File: config.mk
export PLATFORM = sky130hd
export DESIGN_NAME = tcxo_dac_slew_spi_flat
export DESIGN_NICKNAME = d
export VERILOG_FILES = /design/src/rtl/tcxo_dac_slew_spi_if.sv /design/src/rtl/tcxo_dac_slew_spi.sv /design/src/flat_wrapper.sv
export SDC_FILE = /design/constraint.sdc
export NUM_CORES = 1
export LEC_CHECK = 0
export CELL_PAD_IN_SITES_DETAIL_PLACEMENT = 0
export CELL_PAD_IN_SITES_GLOBAL_PLACEMENT = 1
export CORE_AREA = 3 3 132 134
export DETAILED_ROUTE_END_ITERATION = 8
export DIE_AREA = 0 0 135 137
export PLACE_DENSITY_LB_ADDON = 0.12
export SLEW_MARGIN = 0
export SYNTH_ARGS = -nofsm -noshare
export SYNTH_HDL_FRONTEND = slang
export SYNTH_SLANG_ARGS = --single-unit
File: constraint.sdc
create_clock -name clk -period 11.1 [get_ports clk]
set_clock_uncertainty 0.1 [all_clocks]
set_input_delay 1.11 -clock clk [delete_from_list [all_inputs] [get_ports clk]]
set_output_delay 1.11 -clock clk [all_outputs]
set_load 0.03 [all_outputs]
File: src/rtl/tcxo_dac_slew_spi_if.sv
// rtl/tcxo_dac_slew_spi_if.sv - loop-side and DAC-side signals of the TCXO DAC slew writer
interface tcxo_dac_slew_spi_if;
    logic [15:0] dat;
    logic        force_req;
    logic        sclk;
    logic        mosi;
    logic        sync_n;
    logic        busy;
    logic        done;
    logic [15:0] dac_cur;

    modport master (
        output dat, force_req,
        input  sclk, mosi, sync_n, busy, done, dac_cur
    );

    modport slave (
        input  dat, force_req,
        output sclk, mosi, sync_n, busy, done, dac_cur
    );
endinterface

File: src/rtl/tcxo_dac_slew_spi.sv
// rtl/tcxo_dac_slew_spi.sv - slew-limited 24-bit SPI writer for an AD5662-class TCXO tuning DAC
module tcxo_dac_slew_spi #(
    parameter int          CLK_DIV  = 4,
    parameter logic [15:0] MAX_STEP = 16'd256,
    parameter int          GAP      = 8
) (
    input  logic                  clk,
    input  logic                  reset_n,
    tcxo_dac_slew_spi_if.slave    bus
);

    localparam logic [15:0] DIV_M1 = 16'(CLK_DIV - 1);
    localparam logic [15:0] GAP_M1 = 16'(GAP - 1);

    typedef enum logic [1:0] {
        ST_IDLE,
        ST_LOAD,
        ST_SHIFT,
        ST_GAP
    } state_t;

    state_t      state_q, state_d;
    logic        sclk_q, sclk_d;
    logic        mosi_q, mosi_d;
    logic        sync_n_q, sync_n_d;
    logic        busy_q, busy_d;
    logic        done_q, done_d;
    logic [15:0] dac_cur_q, dac_cur_d;
    logic [15:0] next_q, next_d;
    logic [23:0] shreg_q, shreg_d;
    logic [15:0] cnt_q, cnt_d;
    logic [4:0]  bits_q, bits_d;
    logic        force_pend_q, force_pend_d;
    logic        first_pending_q, first_pending_d;

    logic [16:0] up_sum;
    logic [16:0] dn_diff;
    logic [15:0] dn_floor;
    logic [15:0] step_code;
    logic        start;

    assign up_sum   = {1'b0, dac_cur_q} + {1'b0, MAX_STEP};
    assign dn_diff  = {1'b0, dac_cur_q} - {1'b0, MAX_STEP};
    assign dn_floor = dn_diff[16] ? 16'h0000 : dn_diff[15:0];
    assign start    = first_pending_q || force_pend_q || bus.force_req || (bus.dat != dac_cur_q);

    // Slew-limited next code; the first frame after reset is unslewed since the DAC's power-on code is unknown
    always_comb begin
        step_code = dac_cur_q;
        if ((MAX_STEP == 16'd0) || first_pending_q) begin
            step_code = bus.dat;
        end else if (bus.dat > dac_cur_q) begin
            step_code = ({1'b0, bus.dat} < up_sum) ? bus.dat : up_sum[15:0];
        end else if (bus.dat < dac_cur_q) begin
            step_code = (bus.dat > dn_floor) ? bus.dat : dn_floor;
        end
    end

    // Next-state and next-output logic; every output is computed here and registered below
    always_comb begin
        state_d         = state_q;
        sclk_d          = sclk_q;
        mosi_d          = mosi_q;
        sync_n_d        = sync_n_q;
        busy_d          = busy_q;
        done_d          = done_q;
        dac_cur_d       = dac_cur_q;
        next_d          = next_q;
        shreg_d         = shreg_q;
        cnt_d           = cnt_q;
        bits_d          = bits_q;
        first_pending_d = first_pending_q;
        force_pend_d    = force_pend_q | bus.force_req;

        case (state_q)
            ST_IDLE: begin
                force_pend_d = force_pend_q;
                if (start) begin
                    state_d      = ST_LOAD;
                    next_d       = step_code;
                    busy_d       = 1'b1;
                    force_pend_d = 1'b0;
                end
            end
            ST_LOAD: begin
                sync_n_d = 1'b0;
                mosi_d   = 1'b0;
                shreg_d  = {7'b0, next_q, 1'b0};
                cnt_d    = 16'd0;
                bits_d   = 5'd0;
                state_d  = ST_SHIFT;
            end
            ST_SHIFT: begin
                if (cnt_q == DIV_M1) begin
                    cnt_d = 16'd0;
                    if (sclk_q) begin
                        sclk_d = 1'b0;
                        bits_d = bits_q + 5'd1;
                    end else begin
                        sclk_d = 1'b1;
                        if (bits_q == 5'd24) begin
                            sync_n_d        = 1'b1;
                            mosi_d          = 1'b0;
                            dac_cur_d       = next_q;
                            first_pending_d = 1'b0;
                            state_d         = ST_GAP;
                        end else begin
                            mosi_d  = shreg_q[23];
                            shreg_d = {shreg_q[22:0], 1'b0};
                        end
                    end
                end else begin
                    cnt_d = cnt_q + 16'd1;
                end
            end
            ST_GAP: begin
                if (done_q) begin
                    done_d  = 1'b0;
                    busy_d  = 1'b0;
                    state_d = ST_IDLE;
                end else if (cnt_q == GAP_M1) begin
                    done_d = 1'b1;
                end else begin
                    cnt_d = cnt_q + 16'd1;
                end
            end
            default: state_d = ST_IDLE;
        endcase
    end

    // State and output registers; reset abandons any partial frame at once
    always_ff @(posedge clk or negedge reset_n) begin
        if (!reset_n) begin
            state_q         <= ST_IDLE;
            sclk_q          <= 1'b1;
            mosi_q          <= 1'b0;
            sync_n_q        <= 1'b1;
            busy_q          <= 1'b0;
            done_q          <= 1'b0;
            dac_cur_q       <= 16'h7FFF;
            next_q          <= 16'h7FFF;
            shreg_q         <= 24'h0;
            cnt_q           <= 16'd0;
            bits_q          <= 5'd0;
            force_pend_q    <= 1'b0;
            first_pending_q <= 1'b1;
        end else begin
            state_q         <= state_d;
            sclk_q          <= sclk_d;
            mosi_q          <= mosi_d;
            sync_n_q        <= sync_n_d;
            busy_q          <= busy_d;
            done_q          <= done_d;
            dac_cur_q       <= dac_cur_d;
            next_q          <= next_d;
            shreg_q         <= shreg_d;
            cnt_q           <= cnt_d;
            bits_q          <= bits_d;
            force_pend_q    <= force_pend_d;
            first_pending_q <= first_pending_d;
        end
    end

    assign bus.sclk    = sclk_q;
    assign bus.mosi    = mosi_q;
    assign bus.sync_n  = sync_n_q;
    assign bus.busy    = busy_q;
    assign bus.done    = done_q;
    assign bus.dac_cur = dac_cur_q;

endmodule

File: src/flat_wrapper.sv
// flat-port wrapper written by rule: the top's interface ports become plain ports
module tcxo_dac_slew_spi_flat 
#(
    parameter int          CLK_DIV  = 4,
    parameter logic [15:0] MAX_STEP = 16'd256,
    parameter int          GAP      = 8
)
  (clk, reset_n, bus_dat, bus_force_req, bus_sclk, bus_mosi, bus_sync_n, bus_busy, bus_done, bus_dac_cur);
  tcxo_dac_slew_spi_if bus_i ();
  input  logic clk;
  input  logic reset_n;
  input wire logic [$bits(bus_i.dat)-1:0] bus_dat;
  input wire logic [$bits(bus_i.force_req)-1:0] bus_force_req;
  output wire logic [$bits(bus_i.sclk)-1:0] bus_sclk;
  output wire logic [$bits(bus_i.mosi)-1:0] bus_mosi;
  output wire logic [$bits(bus_i.sync_n)-1:0] bus_sync_n;
  output wire logic [$bits(bus_i.busy)-1:0] bus_busy;
  output wire logic [$bits(bus_i.done)-1:0] bus_done;
  output wire logic [$bits(bus_i.dac_cur)-1:0] bus_dac_cur;
  assign bus_i.dat = bus_dat;
  assign bus_i.force_req = bus_force_req;
  assign bus_sclk = bus_i.sclk;
  assign bus_mosi = bus_i.mosi;
  assign bus_sync_n = bus_i.sync_n;
  assign bus_busy = bus_i.busy;
  assign bus_done = bus_i.done;
  assign bus_dac_cur = bus_i.dac_cur;
  tcxo_dac_slew_spi #(.CLK_DIV(CLK_DIV), .MAX_STEP(MAX_STEP), .GAP(GAP)) u_core (.clk(clk), .reset_n(reset_n), .bus(bus_i));
endmodule
==> results.txt <==
- Clock tree buffer depth: 2
* Worst max-slew margin expressed relative to the limit: between 20 and 30%
- The detail route stage leaves a number of antenna-violating nets equal to 0.
- Layout cells sized above 1: approximately an eighth
* Tcrit/Tclk final: roughly two fifths
- Number of iterations in the first detailed-routing pass: 4
* Path class of the lowest-slack min-delay path: reg2reg
- For this design the ratio of total power to cell area is between 100 and 150 mW/mm².
- For this design, the CTS-stage hold fixing added 0 buffers.
* Maximum level of the CTS H-tree: 3
- Cell area after synthesis: around 0.0057 mm²
- From left edge to right edge, the die measures roughly 140 µm.
- On the worst path, the slowest cell contributes a delay of about 660 ps.
- At the pin with the least slew margin, the transition time is approximately 1100 ps.
* Critical path arrival: 4560 ps
- Cell-by-cell listing of the critical path: inv_1 -> nor3_1 -> nand3_1 -> xnor2_1 -> ha_1 -> nand4_1 -> nor4b_1 -> o31ai_1 -> nand2_1 -> a32o_1 -> o211ai_1 -> a311oi_1
- For the worst setup path, the data required time is approximately 11000 ps.
- RSZ-0062 raised after global routing: no
* Gpl congestion: about 0.85
- The first routing iteration left 320 violations.
- For this run, the leading register cell type out of synthesis is sky130_fd_sc_hd__dfrtp_1.
* Commonest cells after routing, fill and taps aside: sky130_fd_sc_hd__nand2_1, sky130_fd_sc_hd__dfrtp_1, sky130_fd_sc_hd__ha_1, sky130_fd_sc_hd__nor2_1
* Floorplan core area: around 0.016 mm²
- Register-to-Register Path Depth: 12
* CTS root buffer: sky130_fd_sc_hd__clkbuf_16
* Vert. Die Dim: approximately 140 µm
- Most common cell after layout, fill and taps aside: sky130_fd_sc_hd__nand2_1
- Number of buffers created by CTS: 9
- PortBufs: 39
* Final worst setup slack: 6670 ps
- Total global-route track usage: ~17%
- Avg Vias per Cell: ~5.3
- Summed over all layers, the global routing overflow is 0.
* Worst vdd rail ir drop: 0.0513 mV
- Number of nets in the final layout: 699
- Gate count of the mapped netlist: between 600 and 700
- Skew-Pair Late Insertion Delay: 330 ps
- Clock slew seen by the registers of the worst setup and hold paths: roughly 60 ps
* Share of the synthesized area in the top cell type: a little under a quarter
* Syn Nets: 674
- The finished layout holds about 860 standard cells, fillers aside.
- The worst register-to-register path begins at u_core.bus.dac_cur[10].
- Number of hold violations in the final report: 0
* Hold path endpoint: u_core.shreg_q[10]
* Initial cell density of the core: 34.5%
- Sort of element at the start of the critical path: register
- TritonCTS built the clock tree.
- At the placement stage, the worst setup path has a slack of 6620 ps.
- Source of the worst hold timing path: u_core.shreg_q[10]
- Number of enable flip-flop cells after synthesis: 0
* Clock Sink Count: 85
- Maximum number of pins on one net before global-route repair: 86
- Along the worst path, the maximum fanout reaches 15.
- Capturing point of the worst reg2reg path: u_core.next_q[0]
- Global-route wire length before repair: 24.5 mm
* FMAX: 226 MHz
* Io pins: 40
* Number of global-route vias before repair: between 4000 and 5000
* Power, Total: between 0.6 and 0.7 mW
- Final setup violation count: 0
- DP Wirelength: roughly 11 mm
- Setup slack on the worst reg-to-reg path comes out at roughly 6700 ps.
- For this design, the slowest cell found on the critical path is sky130_fd_sc_hd__dfstp_2.
- TNS Setup: 0 ps
- The tool flagged a number of max-cap violations equal to 0.
- Cell count after placement: 840
- In this run the static leakage power is approximately 2.8 nW.
* Result of the run: complete, no violations
* Mean routed wirelength per cell: 17.3 µm
* Category of the worst setup path capture point: register
- In the routed design, unresolved DRC markers number 0.
- For this run, the number of Yosys warnings is 0.
- Min Tclk post-route: 4430 ps
- Yosys mapped the design onto 63 distinct sky130hd cell types.
* Resized cells post-CTS: 0
* Dominant cells by area after synthesis: sky130_fd_sc_hd__dfrtp_1, sky130_fd_sc_hd__dfstp_2, sky130_fd_sc_hd__ha_1, sky130_fd_sc_hd__nand2_1, sky130_fd_sc_hd__mux2i_1
- Slew Viols, Final: 0
* Register area share after synthesis: a little under two fifths
- The tightest hold path in the finished design has a slack of approximately 380 ps.
* Start-to-end type of the worst setup path: reg2reg
* Syn_area_per_cell: slightly above 9 µm²
* Worst hold path cell count: 2
* Count of state elements after synthesis: 85
* Largest area contributor in the synthesized netlist: sky130_fd_sc_hd__dfrtp_1
- After floorplanning, the core was divided into 47 placement rows.
- Initial antenna violation count: 0
- FFs w/ async S/R, synth: 100%
* Number of buffers added for setup after CTS: 0
* ANT cells: 0
- Wirelength, routed: 14.8 mm
- The area growth from synthesis to layout is 15.6%.
- The routed layout has between 4000 and 5000 vias.
- Die outline area: 0.0185 mm²
==> cells by family (layout without fill, tap and decap cells) <==
kind of cell / after synthesis / in the layout / synth area share (%)
and+or+nand+nor: 193 / 193 / 16.9
AOI/OAI and AO/OA: 151 / 151 / 17.8
DFF: 85 / 85 / 38.3
buffers and inverters: 62 / 92 / 4.47
adders and majority gates: 49 / 49 / 10.8
muxes: 43 / 43 / 8.05
xor gates and xnor gates: 23 / 23 / 3.56
==> metal layers <==
layer / GRT usage (%) / vias up / routed length, µm
met1: 22.3 / 2189 / 7110
li1: - / 2246 / -
met5: 0 / - / 0
met4: 4.82 / 0 / 263
met2: 28.2 / 76 / 7070
met3: 1.95 / 17 / 383
==> synth_stat cells, types with 14 or more instances <==
master	instances
sky130_fd_sc_hd__a21oi_1	35
sky130_fd_sc_hd__clkbuf_1	14
sky130_fd_sc_hd__dfrtp_1	52
sky130_fd_sc_hd__dfstp_2	33
sky130_fd_sc_hd__ha_1	49
sky130_fd_sc_hd__inv_1	36
sky130_fd_sc_hd__mux2_2	17
sky130_fd_sc_hd__mux2i_1	25
sky130_fd_sc_hd__nand2_1	67
sky130_fd_sc_hd__nand3_1	21
sky130_fd_sc_hd__nor2_1	40
sky130_fd_sc_hd__nor3_1	14
sky130_fd_sc_hd__o21ai_0	38
sky130_fd_sc_hd__xnor2_1	14
==> metrics by stage <==
| step | instance area (µm²) | util (%) |
|---|---|---|
| floorplan | 5660 | - |
| global placement | 6210 | 37.9 |
| detailed placement | 6210 | 37.9 |
| CTS | 6540 | 39.9 |
| global route | 6540 | 39.9 |
| finish | 6540 | 39.9 |
==> flip-flops by register name, summed over array words and instances (netlist names) <==
signal / flops
u_core.shreg_q: 23
u_core.bus.dac_cur: 16
u_core.cnt_q: 16
u_core.next_q: 16
u_core.bits_q: 5
u_core.state_q: 2
u_core.bus.busy: 1
u_core.bus.done: 1
u_core.bus.mosi: 1
u_core.bus.sclk: 1
u_core.bus.sync_n: 1
u_core.first_pending_q: 1
u_core.force_pend_q: 1
==> critical path, delay by kind of cell, from the launching register on <==
kind	cells	cell delay, ps
AND/OR/NAND/NOR	5	1800
AO/OA/AOI/OAI	4	1070
flip-flops	1	660
adder cells (fa/ha/maj)	1	350
XOR/XNOR	1	210
buffers and inverters	1	120
==> worst max path at each step <==
stage | startpoint | to | slack, ps | cells after the start
after CTS | u_core.bus.dac_cur[10] | u_core.next_q[0] | 6650 | 12
after floorplan | u_core.bus.dac_cur[8] | u_core.next_q[7] | 7440 | 15
after global routing | u_core.bus.dac_cur[10] | u_core.next_q[1] | 6350 | 12
after global placement | bus_dat[10] | u_core.next_q[10] | 6660 | 10
after detailed placement | bus_dat[10] | u_core.next_q[0] | 6620 | 8
final | u_core.bus.dac_cur[10] | u_core.next_q[0] | 6670 | 12
==> area by class of cell <==
cell class / count / area (µm²)
clock inverter: 5 / 53.8
timing repair buffer: 40 / 395
clock buffer: 11 / 275
fill: 1659 / 9870
tap: 220 / 275
sequential: 85 / 2170
inverter: 36 / 135
multi-input combinational: 459 / 3240
==> power by group <==
| part | internal, mW | switching [mW] |
|---|---|---|
| sequential | 0.310 | 0.00000000000000000177 |
| combinational | 0.0190 | 0.0307 |
| clock | 0.201 | 0.123 |
| total | 0.530 | 0.154 |
Power figures use the tool's default switching activity.
